## src/rtl/fdt_search_pkg.sv

```systemverilog
// Shared MMU widths, size codes and the size-code to FDT class-bit mapping.
package fdt_search_pkg;

  localparam int FDT_INDEX_WIDTH     = 4;
  localparam int FDT_BIT_WIDTH       = 4;
  localparam int AT_TREE_INDEX_WIDTH = FDT_INDEX_WIDTH;
  localparam int REQ_ID_WIDTH        = 8;
  localparam int REQ_SIZE_TYPE_WIDTH = 3;

  typedef logic [REQ_SIZE_TYPE_WIDTH-1:0] size_t;

  localparam size_t REQ_512 = 3'd0;
  localparam size_t REQ_1K  = 3'd1;
  localparam size_t REQ_2K  = 3'd2;
  localparam size_t REQ_4K  = 3'd3;

  // Latched allocation request.
  typedef struct packed {
    logic [REQ_ID_WIDTH-1:0] id;
    size_t                   size;
    size_t                   origin_size;
  } req_t;

  typedef enum logic [1:0] {S_IDLE, S_SEARCH, S_ISSUE, S_WAIT} state_t;

  // One-hot class bit for a size code; all-zero marks an illegal code.
  function automatic logic [FDT_BIT_WIDTH-1:0] class_mask(input size_t size);
    logic [FDT_BIT_WIDTH-1:0] m;
    m = '0;
    case (size)
      REQ_512: m[0] = 1'b1;
      REQ_1K:  m[1] = 1'b1;
      REQ_2K:  m[2] = 1'b1;
      REQ_4K:  m[3] = 1'b1;
      default: m = '0;
    endcase
    return m;
  endfunction

endpackage

```

## src/rtl/fdt_search_if.sv

```systemverilog
// Request, issue/fail and FDT-update bus between the request queue / AND-tree
// (master) and fdt_search (slave).
interface fdt_search_if;
  import fdt_search_pkg::*;

  logic                           req_valid;
  logic                           req_ready;
  logic [REQ_ID_WIDTH-1:0]        req_id;
  logic [REQ_SIZE_TYPE_WIDTH-1:0] req_size;
  logic [REQ_SIZE_TYPE_WIDTH-1:0] req_origin_size;

  logic                           alloc_valid_fdt_out;
  logic [REQ_ID_WIDTH-1:0]        alloc_id_fdt_out;
  logic [AT_TREE_INDEX_WIDTH-1:0] alloc_pos_fdt_out;
  logic [REQ_SIZE_TYPE_WIDTH-1:0] alloc_size_fdt_out;
  logic [REQ_SIZE_TYPE_WIDTH-1:0] alloc_origin_size_fdt_out;

  logic                           fail_valid;
  logic [REQ_ID_WIDTH-1:0]        fail_id;

  logic                           fdt_update_valid;
  logic [FDT_INDEX_WIDTH-1:0]     fdt_update_idx;
  logic [FDT_BIT_WIDTH-1:0]       fdt_update_bit_sequence;

  modport master (
    output req_valid, req_id, req_size, req_origin_size,
    output fdt_update_valid, fdt_update_idx, fdt_update_bit_sequence,
    input  req_ready,
    input  alloc_valid_fdt_out, alloc_id_fdt_out, alloc_pos_fdt_out,
    input  alloc_size_fdt_out, alloc_origin_size_fdt_out,
    input  fail_valid, fail_id
  );

  modport slave (
    input  req_valid, req_id, req_size, req_origin_size,
    input  fdt_update_valid, fdt_update_idx, fdt_update_bit_sequence,
    output req_ready,
    output alloc_valid_fdt_out, alloc_id_fdt_out, alloc_pos_fdt_out,
    output alloc_size_fdt_out, alloc_origin_size_fdt_out,
    output fail_valid, fail_id
  );

endinterface

```

## src/rtl/fdt_search_first_free.sv

```systemverilog
// Lowest-zero priority encoder over the FDT column; shared with the free path.
module fdt_first_free #(
  parameter int WIDTH = 16,
  parameter int IDX_W = 4
) (
  input  logic [WIDTH-1:0] vec,
  output logic [IDX_W-1:0] idx,
  output logic             found
);

  // Scan high to low so the lowest zero wins.
  always_comb begin
    idx   = '0;
    found = 1'b0;
    for (int i = WIDTH - 1; i >= 0; i--) begin
      if (!vec[i]) begin
        idx   = IDX_W'(i);
        found = 1'b1;
      end
    end
  end

endmodule

```

## src/rtl/fdt_search.sv

```systemverilog
// FDT summary table plus request FSM: finds the first non-full AT line for a
// size class, issues it to the AND-tree and holds off until that line's update.
module fdt_search
  import fdt_search_pkg::*;
#(
  parameter int FDT_DEPTH = 1 << FDT_INDEX_WIDTH,
  parameter int WAIT_MAX  = 31
) (
  input  logic         clk,
  input  logic         rst,
  fdt_search_if.slave  bus,
  output logic         wait_timeout
);

  localparam int WD_W = (WAIT_MAX > 0) ? $clog2(WAIT_MAX + 1) : 1;

  state_t state, state_n;
  req_t   req_q;

  logic [FDT_BIT_WIDTH-1:0]   fdt_tbl [FDT_DEPTH];
  logic [FDT_DEPTH-1:0]       row_wr;
  logic [FDT_DEPTH-1:0]       col;
  logic [FDT_BIT_WIDTH-1:0]   cls_mask;

  logic [FDT_INDEX_WIDTH-1:0] ff_idx, hit_idx_q, pend_pos;
  logic                       ff_found, hit_q;
  logic [WD_W-1:0]            wdog;
  logic                       release_hit;

  logic                           alloc_vld_n, fail_vld_n, tmo_n;
  logic                           alloc_vld_q, fail_vld_q, tmo_q;
  logic [REQ_ID_WIDTH-1:0]        alloc_id_q, fail_id_q;
  logic [AT_TREE_INDEX_WIDTH-1:0] alloc_pos_q;
  logic [REQ_SIZE_TYPE_WIDTH-1:0] alloc_size_q, alloc_osz_q;

  assign cls_mask = class_mask(req_q.size);

  // Per-row write decode and column build; a same-cycle update is forwarded so
  // the search never picks a line the AND-tree is marking full right now.
  for (genvar r = 0; r < FDT_DEPTH; r++) begin : g_row
    localparam logic [FDT_INDEX_WIDTH-1:0] ROW = FDT_INDEX_WIDTH'(r);
    logic [FDT_BIT_WIDTH-1:0] row_view;
    assign row_wr[r] = bus.fdt_update_valid && (bus.fdt_update_idx == ROW);
    assign row_view  = row_wr[r] ? bus.fdt_update_bit_sequence : fdt_tbl[r];
    assign col[r]    = |(row_view & cls_mask);
  end

  fdt_first_free #(
    .WIDTH (FDT_DEPTH),
    .IDX_W (FDT_INDEX_WIDTH)
  ) u_first_free (
    .vec   (col),
    .idx   (ff_idx),
    .found (ff_found)
  );

  assign release_hit = bus.fdt_update_valid && (bus.fdt_update_idx == pend_pos);

  // Table rows: cleared on reset, overwritten by every update regardless of state.
  always_ff @(posedge clk) begin
    for (int r = 0; r < FDT_DEPTH; r++) begin
      if (rst)            fdt_tbl[r] <= '0;
      else if (row_wr[r]) fdt_tbl[r] <= bus.fdt_update_bit_sequence;
    end
  end

  // FSM state register.
  always_ff @(posedge clk) begin
    if (rst) state <= S_IDLE;
    else     state <= state_n;
  end

  // Next state and next-cycle pulse requests.
  always_comb begin
    state_n     = state;
    alloc_vld_n = 1'b0;
    fail_vld_n  = 1'b0;
    tmo_n       = 1'b0;
    case (state)
      S_IDLE:   if (bus.req_valid) state_n = S_SEARCH;
      S_SEARCH: state_n = S_ISSUE;
      S_ISSUE: begin
        if (hit_q) begin
          alloc_vld_n = 1'b1;
          state_n     = S_WAIT;
        end else begin
          fail_vld_n  = 1'b1;
          state_n     = S_IDLE;
        end
      end
      S_WAIT: begin
        // Hold until the claimed line's update lands, so a second request
        // cannot grab the same free slot before it is marked used.
        if (release_hit) begin
          state_n = S_IDLE;
        end else if (wdog == WD_W'(WAIT_MAX)) begin
          tmo_n   = 1'b1;
          state_n = S_IDLE;
        end
      end
      default: state_n = S_IDLE;
    endcase
  end

  // Request latch, search result, pending line, watchdog and registered outputs.
  always_ff @(posedge clk) begin
    if (rst) begin
      req_q        <= '0;
      hit_q        <= 1'b0;
      hit_idx_q    <= '0;
      pend_pos     <= '0;
      wdog         <= '0;
      alloc_vld_q  <= 1'b0;
      alloc_id_q   <= '0;
      alloc_pos_q  <= '0;
      alloc_size_q <= '0;
      alloc_osz_q  <= '0;
      fail_vld_q   <= 1'b0;
      fail_id_q    <= '0;
      tmo_q        <= 1'b0;
    end else begin
      if (state == S_IDLE && bus.req_valid)
        req_q <= '{id: bus.req_id, size: bus.req_size, origin_size: bus.req_origin_size};
      if (state == S_SEARCH) begin
        // Illegal size codes have an empty class mask and always fail.
        hit_q     <= ff_found && (|cls_mask);
        hit_idx_q <= ff_idx;
      end
      if (alloc_vld_n) pend_pos <= hit_idx_q;
      if (state == S_WAIT && state_n == S_WAIT) wdog <= wdog + 1'b1;
      else                                      wdog <= '0;
      alloc_vld_q  <= alloc_vld_n;
      alloc_id_q   <= alloc_vld_n ? req_q.id          : '0;
      alloc_pos_q  <= alloc_vld_n ? hit_idx_q         : '0;
      alloc_size_q <= alloc_vld_n ? req_q.size        : '0;
      alloc_osz_q  <= alloc_vld_n ? req_q.origin_size : '0;
      fail_vld_q   <= fail_vld_n;
      fail_id_q    <= fail_vld_n ? req_q.id : '0;
      tmo_q        <= tmo_n;
    end
  end

  assign bus.req_ready                 = (state == S_IDLE) && !rst;
  assign bus.alloc_valid_fdt_out       = alloc_vld_q;
  assign bus.alloc_id_fdt_out          = alloc_id_q;
  assign bus.alloc_pos_fdt_out         = alloc_pos_q;
  assign bus.alloc_size_fdt_out        = alloc_size_q;
  assign bus.alloc_origin_size_fdt_out = alloc_osz_q;
  assign bus.fail_valid                = fail_vld_q;
  assign bus.fail_id                   = fail_id_q;
  assign wait_timeout                  = tmo_q;

endmodule

```

## src/flat_wrapper.sv

```systemverilog
// flat-port wrapper written by rule: the top's interface ports become plain ports
module fdt_search_flat import fdt_search_pkg::*;
#(
  parameter int FDT_DEPTH = 1 << FDT_INDEX_WIDTH,
  parameter int WAIT_MAX  = 31
)
  (clk, rst, wait_timeout, bus_req_valid, bus_req_id, bus_req_size, bus_req_origin_size, bus_fdt_update_valid, bus_fdt_update_idx, bus_fdt_update_bit_sequence, bus_req_ready, bus_alloc_valid_fdt_out, bus_alloc_id_fdt_out, bus_alloc_pos_fdt_out, bus_alloc_size_fdt_out, bus_alloc_origin_size_fdt_out, bus_fail_valid, bus_fail_id);
  fdt_search_if bus_i ();
  input  logic clk;
  input  logic rst;
  output logic wait_timeout;
  input wire logic [$bits(bus_i.req_valid)-1:0] bus_req_valid;
  input wire logic [$bits(bus_i.req_id)-1:0] bus_req_id;
  input wire logic [$bits(bus_i.req_size)-1:0] bus_req_size;
  input wire logic [$bits(bus_i.req_origin_size)-1:0] bus_req_origin_size;
  input wire logic [$bits(bus_i.fdt_update_valid)-1:0] bus_fdt_update_valid;
  input wire logic [$bits(bus_i.fdt_update_idx)-1:0] bus_fdt_update_idx;
  input wire logic [$bits(bus_i.fdt_update_bit_sequence)-1:0] bus_fdt_update_bit_sequence;
  output wire logic [$bits(bus_i.req_ready)-1:0] bus_req_ready;
  output wire logic [$bits(bus_i.alloc_valid_fdt_out)-1:0] bus_alloc_valid_fdt_out;
  output wire logic [$bits(bus_i.alloc_id_fdt_out)-1:0] bus_alloc_id_fdt_out;
  output wire logic [$bits(bus_i.alloc_pos_fdt_out)-1:0] bus_alloc_pos_fdt_out;
  output wire logic [$bits(bus_i.alloc_size_fdt_out)-1:0] bus_alloc_size_fdt_out;
  output wire logic [$bits(bus_i.alloc_origin_size_fdt_out)-1:0] bus_alloc_origin_size_fdt_out;
  output wire logic [$bits(bus_i.fail_valid)-1:0] bus_fail_valid;
  output wire logic [$bits(bus_i.fail_id)-1:0] bus_fail_id;
  assign bus_i.req_valid = bus_req_valid;
  assign bus_i.req_id = bus_req_id;
  assign bus_i.req_size = bus_req_size;
  assign bus_i.req_origin_size = bus_req_origin_size;
  assign bus_i.fdt_update_valid = bus_fdt_update_valid;
  assign bus_i.fdt_update_idx = bus_fdt_update_idx;
  assign bus_i.fdt_update_bit_sequence = bus_fdt_update_bit_sequence;
  assign bus_req_ready = bus_i.req_ready;
  assign bus_alloc_valid_fdt_out = bus_i.alloc_valid_fdt_out;
  assign bus_alloc_id_fdt_out = bus_i.alloc_id_fdt_out;
  assign bus_alloc_pos_fdt_out = bus_i.alloc_pos_fdt_out;
  assign bus_alloc_size_fdt_out = bus_i.alloc_size_fdt_out;
  assign bus_alloc_origin_size_fdt_out = bus_i.alloc_origin_size_fdt_out;
  assign bus_fail_valid = bus_i.fail_valid;
  assign bus_fail_id = bus_i.fail_id;
  fdt_search #(.FDT_DEPTH(FDT_DEPTH), .WAIT_MAX(WAIT_MAX)) u_core (.clk(clk), .rst(rst), .bus(bus_i), .wait_timeout(wait_timeout));
endmodule
```

## config.mk

```make
export PLATFORM = sky130hd
export DESIGN_NAME = fdt_search_flat
export DESIGN_NICKNAME = d
export VERILOG_FILES = /design/src/rtl/fdt_search_pkg.sv /design/src/rtl/fdt_search_if.sv /design/src/rtl/fdt_search_first_free.sv /design/src/rtl/fdt_search.sv /design/src/flat_wrapper.sv
export SDC_FILE = /design/constraint.sdc
export NUM_CORES = 1
export LEC_CHECK = 0
export ABC_AREA = 1
export CORE_ASPECT_RATIO = 2
export CORE_MARGIN = 4
export CORE_UTILIZATION = 55
export CTS_CLUSTER_DIAMETER = 80
export DETAILED_ROUTE_END_ITERATION = 16
export GPL_TIMING_DRIVEN = 0
export HOLD_SLACK_MARGIN = 0.1
export PLACE_DENSITY = 0.78
export SLEW_MARGIN = 20
export SYNTH_ARGS = -nofsm -noshare
export SYNTH_HDL_FRONTEND = slang
export SYNTH_HIERARCHICAL = 1
export SYNTH_SLANG_ARGS = --single-unit
```

## constraint.sdc

```tcl
create_clock -name clk -period 7.2 [get_ports clk]
set_input_delay 1.44 -clock clk [delete_from_list [all_inputs] [get_ports clk]]
set_output_delay 1.44 -clock clk [all_outputs]
set_load 0.005 [all_outputs]
```

# After elaboration in Yosys (flattened, before gate mapping)
# Memories as Yosys holds them, arrays and structs flattened.
# Cells that the tools add are included.
# totals
reg_bits,59
mem_bits_rw,64
inputBits,26
out_inout_bits,30
wordCells,252
n_memories,1
# memory_table
name,words,width,read_ports,rd_clocked_by_memory_dff,write_ports,line_no,rtl
u_core.fdt_tbl,16,4,16,0,16,fdt_search.sv:20,logic [FDT_BIT_WIDTH-1:0] fdt_tbl [FDT_DEPTH];
# op_classes
add_sub_neg,1
n_eq_ne,24
muxes,128
bitwise,36
reduce_logical,46
# ops
cell,n
2-to-1 mux 4 bit,48
2-to-1 mux 1 bit,75
OR reduction 4 bit,17
AND 4 bit,16
"== test 4 bit, second input constant",8
logical AND 1 bit,21
"== test 4 x 3 -> 1 bit, second input constant",4
OR 1 bit,16
"== test 4 x 2 -> 1 bit, second input constant",2
2-to-1 mux 2 bit,4
case mux 2 bit (4 select lines),1
"== test 2 bit, second input constant",3
"== test 3 x 2 -> 1 bit, second input constant",2
OR reduction 2 bit,3
"adder 5 x 1 -> 5 bit, second input constant",1
"== test 5 bit, second input constant",1
"== test 4 x 1 -> 1 bit, second input constant",1
== test 4 bit,1
zero test 4 bit,1
inverter 1 bit,4
"== test 3 x 1 -> 1 bit, second input constant",1
zero test 3 bit,1
OR reduction 3 bit,1
"== test 2 x 1 -> 1 bit, second input constant",1
2 further kinds,2

# Longest topological paths before layout
# logic_depth
word_depth,22
mapped_depth,26
depth_no_buf,26

# By module
# The synthesis kept the hierarchy.
# modules_own_cells
mod,n_inst,cells_each,area_each_um2,seq_area_each_um2
fdt_search,1,705,5701.7,3103.0
fdt_first_free,1,38,165.2,0.0

# Worst setup path after synthesis
# No wires, ideal clock.
# synth_timing
path_type,input port to flip-flop
startpoint,input bus_fdt_update_valid
endpoint,register u_core.hit_idx_q[0]
setup_ps,122
arrival_time_ps,3154
required_time_ps,7078
slack_ps,3924
stages,23
n_path_buf,2
path_cell_list,buf_4 -> buf_2 -> nand2_1 -> nor2_2 -> nand2_1 -> nand3_1 -> nand4_1 -> nand2_1 -> nand2_1 -> nand2_1 -> nand2_1 -> nand2_1 -> nand2_1 -> nand2_1 -> nand2_1 -> nand2_1 -> nand2_1 -> nand2_1 -> nand2_1 -> nand2_1 -> a21oi_2 -> o21ai_0 -> a21oi_1
# synth_between
elab_cells_between_ends,80
cone_classes,32 x mux; 16 x bitwise; 32 x reduce/logical
# synth_rtl
element,line_no,rtl
from (decl),flat_wrapper.sv:16,input wire logic [$bits(bus_i.fdt_update_valid)-1:0] bus_fdt_update_valid;
logical AND 1 bit,fdt_search.sv:43,assign row_wr[r] = bus.fdt_update_valid && (bus.fdt_update_idx == ROW);
2-to-1 mux 4 bit,fdt_search.sv:44,assign row_view = row_wr[r] ? bus.fdt_update_bit_sequence : fdt_tbl[r];
AND 4 bit,fdt_search.sv:45,assign col[r] = |(row_view & cls_mask);
OR reduction 4 bit,fdt_search.sv:45,
via u_core.col[14],fdt_search.sv:22,logic [FDT_DEPTH-1:0] col;
2-to-1 mux 4 bit (15 in series),fdt_search_first_free.sv:16,if (!vec[i]) begin
via u_core.ff_idx[0],fdt_search.sv:25,"logic [FDT_INDEX_WIDTH-1:0] ff_idx, hit_idx_q, pend_pos;"
to (signal assigned),fdt_search.sv:127,hit_idx_q <= ff_idx;
to (decl),fdt_search.sv:25,
# The timed path passes the listed nets, and every way through them passes these cells.
# A chain may end at the register's enable or synchronous reset.

# Final worst setup path
# layout_timing
startpoint,input bus_fdt_update_idx[0]
endpoint,register u_core.hit_idx_q[0]
# layout_between
elab_cells_between_ends,96
cone_classes,15 x eq/ne; 32 x mux; 16 x bitwise; 33 x reduce/logical
# layout_rtl
element,line_no,rtl
from (decl),flat_wrapper.sv:17,input wire logic [$bits(bus_i.fdt_update_idx)-1:0] bus_fdt_update_idx;
== test 4 bit,fdt_search.sv:43,
logical AND 1 bit,fdt_search.sv:43,
2-to-1 mux 4 bit,fdt_search.sv:44,
AND 4 bit,fdt_search.sv:45,
OR reduction 4 bit,fdt_search.sv:45,
via u_core.col[13],fdt_search.sv:22,
2-to-1 mux 4 bit (14 in series),fdt_search_first_free.sv:16,
via u_core.ff_idx[0],fdt_search.sv:25,
# The timed path passes the listed nets, and every way through them passes these cells.

==> results by group <==
Outcome
  • Status: complete, no violations

Placement
  • Post-Place Setup Slack: 2730 ps
  • Port bufs: 55
  • GP Congestion: 0.969
  • Area after DPL: 0.00659 sq mm
  • Hpwl dp: 12300 um

Clock network
  • Post-CTS setup buffers: 0
  • Clk slew on worst S/H paths: 60 ps
  • CTS tree: yes
  • # clock sinks: 123
  • Clock buffer depth: 2
  • Clk root buf: clkbuf_16
  • Number of buffers created by CTS: 17
  • Worst-Skew Late Latency: 410 ps
  • H-tree depth: 4
  • Hold-fix buffers, CTS: 0
  • Post-cts sizing count: 0

STA
  • Rel. slew slack: 46.7%
  • Setup_tns: 0 ps
  • Hold_ws: 433 ps
  • Setup violators final: 0
  • Minimum clock period: 4190 ps
  • Worst clock skew: 5.63 ps
  • RSZ-0062 raised after global routing: false
  • Slew Limit Fails: 0
  • Worst setup margin: 3010 ps
  • Slew @ Worst Pin: 800 ps
  • Fmax: 239 MHz
  • Tcrit/Tclk final: 58.2%
  • Fin. Hold Viols: 0

Critical path
  • Setup crit start: bus_fdt_update_idx[0]
  • Crit path kind: in2reg
  • Critical path endpoint category: register
  • Reg2reg start: u_core/req_q[3]
  • Worst setup SP type: input pin
  • Required @ worst endpoint: 7530 ps
  • Crit path DAT: 4520 ps
  • CP Max Fanout: 6

Detailed routing
  • Residual DRC count: 0
  • Detail Route Antenna Nets: 0
  • Initial drt markers: 384
  • Vias: 5378
  • Via/cell ratio: 5.56
  • WL per Instance: 17.5 um
  • WL final: 16900 um
  • DRT Pass-1 Iters: 7

Logic synthesis
  • Flops & latches, synth: 123
  • Sequential cell area fraction in the yosys report: 52.9%
  • Synth Flop Type: edfxtp_1
  • Synth warn: 6
  • Mean Syn Cell Area: 7.90 sq um
  • Synthesized area: 0.00587 sq mm
  • Post-synthesis cell type count: 35
  • FFs w/ async S/R, synth: 0%
  • Count of flip-flops with a built-in enable after synthesis: 64
  • Mapped Cells: 743
  • Syn nets: 771

Floorplan
  • # IOs: 56
  • Die area: 0.0125 sq mm
  • Starting Density: 56.0%
  • Die Wd: 81.0 um
  • Cell Rows: 53
  • Die Ht: 154 um
  • Core Area: 0.0105 sq mm

GRT
  • Total congestion overflow: 0
  • Initial antenna violation count: 0
  • Total GRT Usage: 28.6%
  • Largest net degree at the start of global routing: 17
  • Wire length of the first global-routing pass: 26400 um
  • Vias in the first global route: 5437

Pwr
  • Overall Power: 1810 uW
  • Pwr dens: 253 mW/mm^2
  • Leakage: 0.00298 uW
  • VDD IR-drop max: 0.000234 V

Flow run
  • Max-capacitance violation count: 0

Final layout
  • Final Net Count: 845
  • Fillers: 907
  • Multi-input gate area: 0.00230 sq mm
  • P&R area growth vs syn: 22.0%
  • Share of layout cells above drive strength 1: 9.04%
  • N_diodes: 0
  • Reg area: 0.00310 sq mm
  • Post-route cell area: 0.00716 sq mm

Hold path
  • Worst hold start: u_core/req_q[1]
  • Worst min path class: reg2reg
worst max-delay path, stage by stage:
cell             delay (ps)
clkdlybuf4s50_1         600
inv_1                   120
nor2_1                  410
nand2_1                 190
nor2_2                  200
nand2_1                  80
nand3_1                 100
nand4_1                 200
nand2_1                 120
nand2_1                  60
nand2_1                  60
nand2_1                  60
nand2_1                  60
nand2_1                  50
nand2_1                  60
nand2_1                  50
nand2_1                  60
nand2_1                  50
nand2_1                  50
nand2_1                  60
a21oi_2                 150
o21ai_0                 130
a21oi_1                 180
metal layers:
| metal | share of wire, % | up-vias | global-route usage (%) | routed length (um) |
|---|---|---|---|---|
| met3 | 6.6 | 74 | 6.98 | 1110 |
| met5 | 0 | - | 0 | 0 |
| li1 | - | 2551 | - | - |
| met4 | 7.1 | 0 | 19.5 | 1200 |
| met2 | 53 | 267 | 51.2 | 8930 |
| met1 | 34 | 2486 | 27.4 | 5670 |
sequential cells by signal, summed over array words and instances, names as in the netlist:
signal / flops
u_core/bus.alloc_id_fdt_out: 8
u_core/bus.alloc_origin_size_fdt_out: 3
u_core/bus.alloc_pos_fdt_out: 4
u_core/bus.alloc_size_fdt_out: 3
u_core/bus.alloc_valid_fdt_out: 1
u_core/bus.fail_id: 8
u_core/bus.fail_valid: 1
u_core/fdt_tbl: 64
u_core/hit_idx_q: 4
u_core/hit_q: 1
u_core/pend_pos: 4
u_core/req_q: 14
u_core/state: 2
u_core/wait_timeout: 1
u_core/wdog: 5
power breakdown:
part           internal [uW]  switching (uW)  total [uW]
Clock                    501             306         807
Sequential               772            13.8         786
Combinational           66.3             153         219
Total                   1340             473        1810
synth_stat cells (all sizes together) (3+ instances only):
cell | count | area share, %
buf | 12 | 1.0
nand3 | 61 | 5.9
or2 | 3 | 0.32
a31o | 4 | 0.60
edfxtp | 64 | 33
o21ai | 46 | 3.9
o211ai | 4 | 0.51
nor2 | 126 | 8.8
clkbuf | 17 | 1.1
inv | 90 | 5.8
a21oi | 23 | 2.0
dfxtp | 59 | 20
nand4 | 18 | 1.9
nor3 | 5 | 0.77
nand2 | 201 | 13
path summary, 6_finish.rpt:
| kind | to | slack [ps] | cells after the start |
|---|---|---|---|
| max | u_core/hit_idx_q[0] | 3010 | 23 |
| min | u_core/bus.alloc_origin_size_fdt_out[1] | 430 | 2 |
| max reg2reg | u_core/hit_idx_q[0] | 4070 | 20 |
| min reg2reg | u_core/bus.alloc_origin_size_fdt_out[1] | 430 | 2 |
cell type report:
cell class / instances / area share, %
Clock inverter: 8 / 0.734
Timing Repair Buffer: 55 / 7.69
Inverter: 90 / 4.72
Tap cell: 137 / 2.40
Clock buffer: 24 / 7.19
Buffer: 29 / 1.75
Sequential cell: 123 / 43.4
Multi-Input combinational cell: 501 / 32.2
metrics by stage:
step                util, %  instances
finish                 68.3        967
global route           68.3        967
CTS                    68.3        967
detailed placement     62.9        935
global placement       62.9        935
floorplan                 -        743
cells by family (layout without fill, tap and decap cells):
family	Yosys count	count (layout)	share of synthesized area [%]
simple gates	416	416	30.9
fa+ha+maj	2	2	0.426
buf+inv	119	206	7.89
flops	123	123	52.9
compound gates	80	80	7.42
xor+xnor	3	3	0.448
cells in the final DEF, fill, tap and decap left out, types with 2 or more instances in the layout:
master,instances
nand2_1,198
nor2_1,114
inv_1,83
edfxtp_1,64
dfxtp_1,59
nand3_1,56
clkdlybuf4s50_1,55
o21ai_0,41
a21oi_1,22
clkbuf_1,20
clkbuf_16,19
nand4_1,18
nor2_2,9
inv_2,7
buf_2,7
o21ai_1,5
inv_4,4
nor3_2,4
o211ai_1,4
a31o_2,4
nand2_2,3
nor2_4,3
nand3_2,3
buf_1,3
clkbuf_8,2
clkinv_2,2
buf_4,2
o21bai_1,2
nand3_4,2
xnor2_1,2
ha_1,2
No activity file was read; power rests on OpenSTA's default activity.
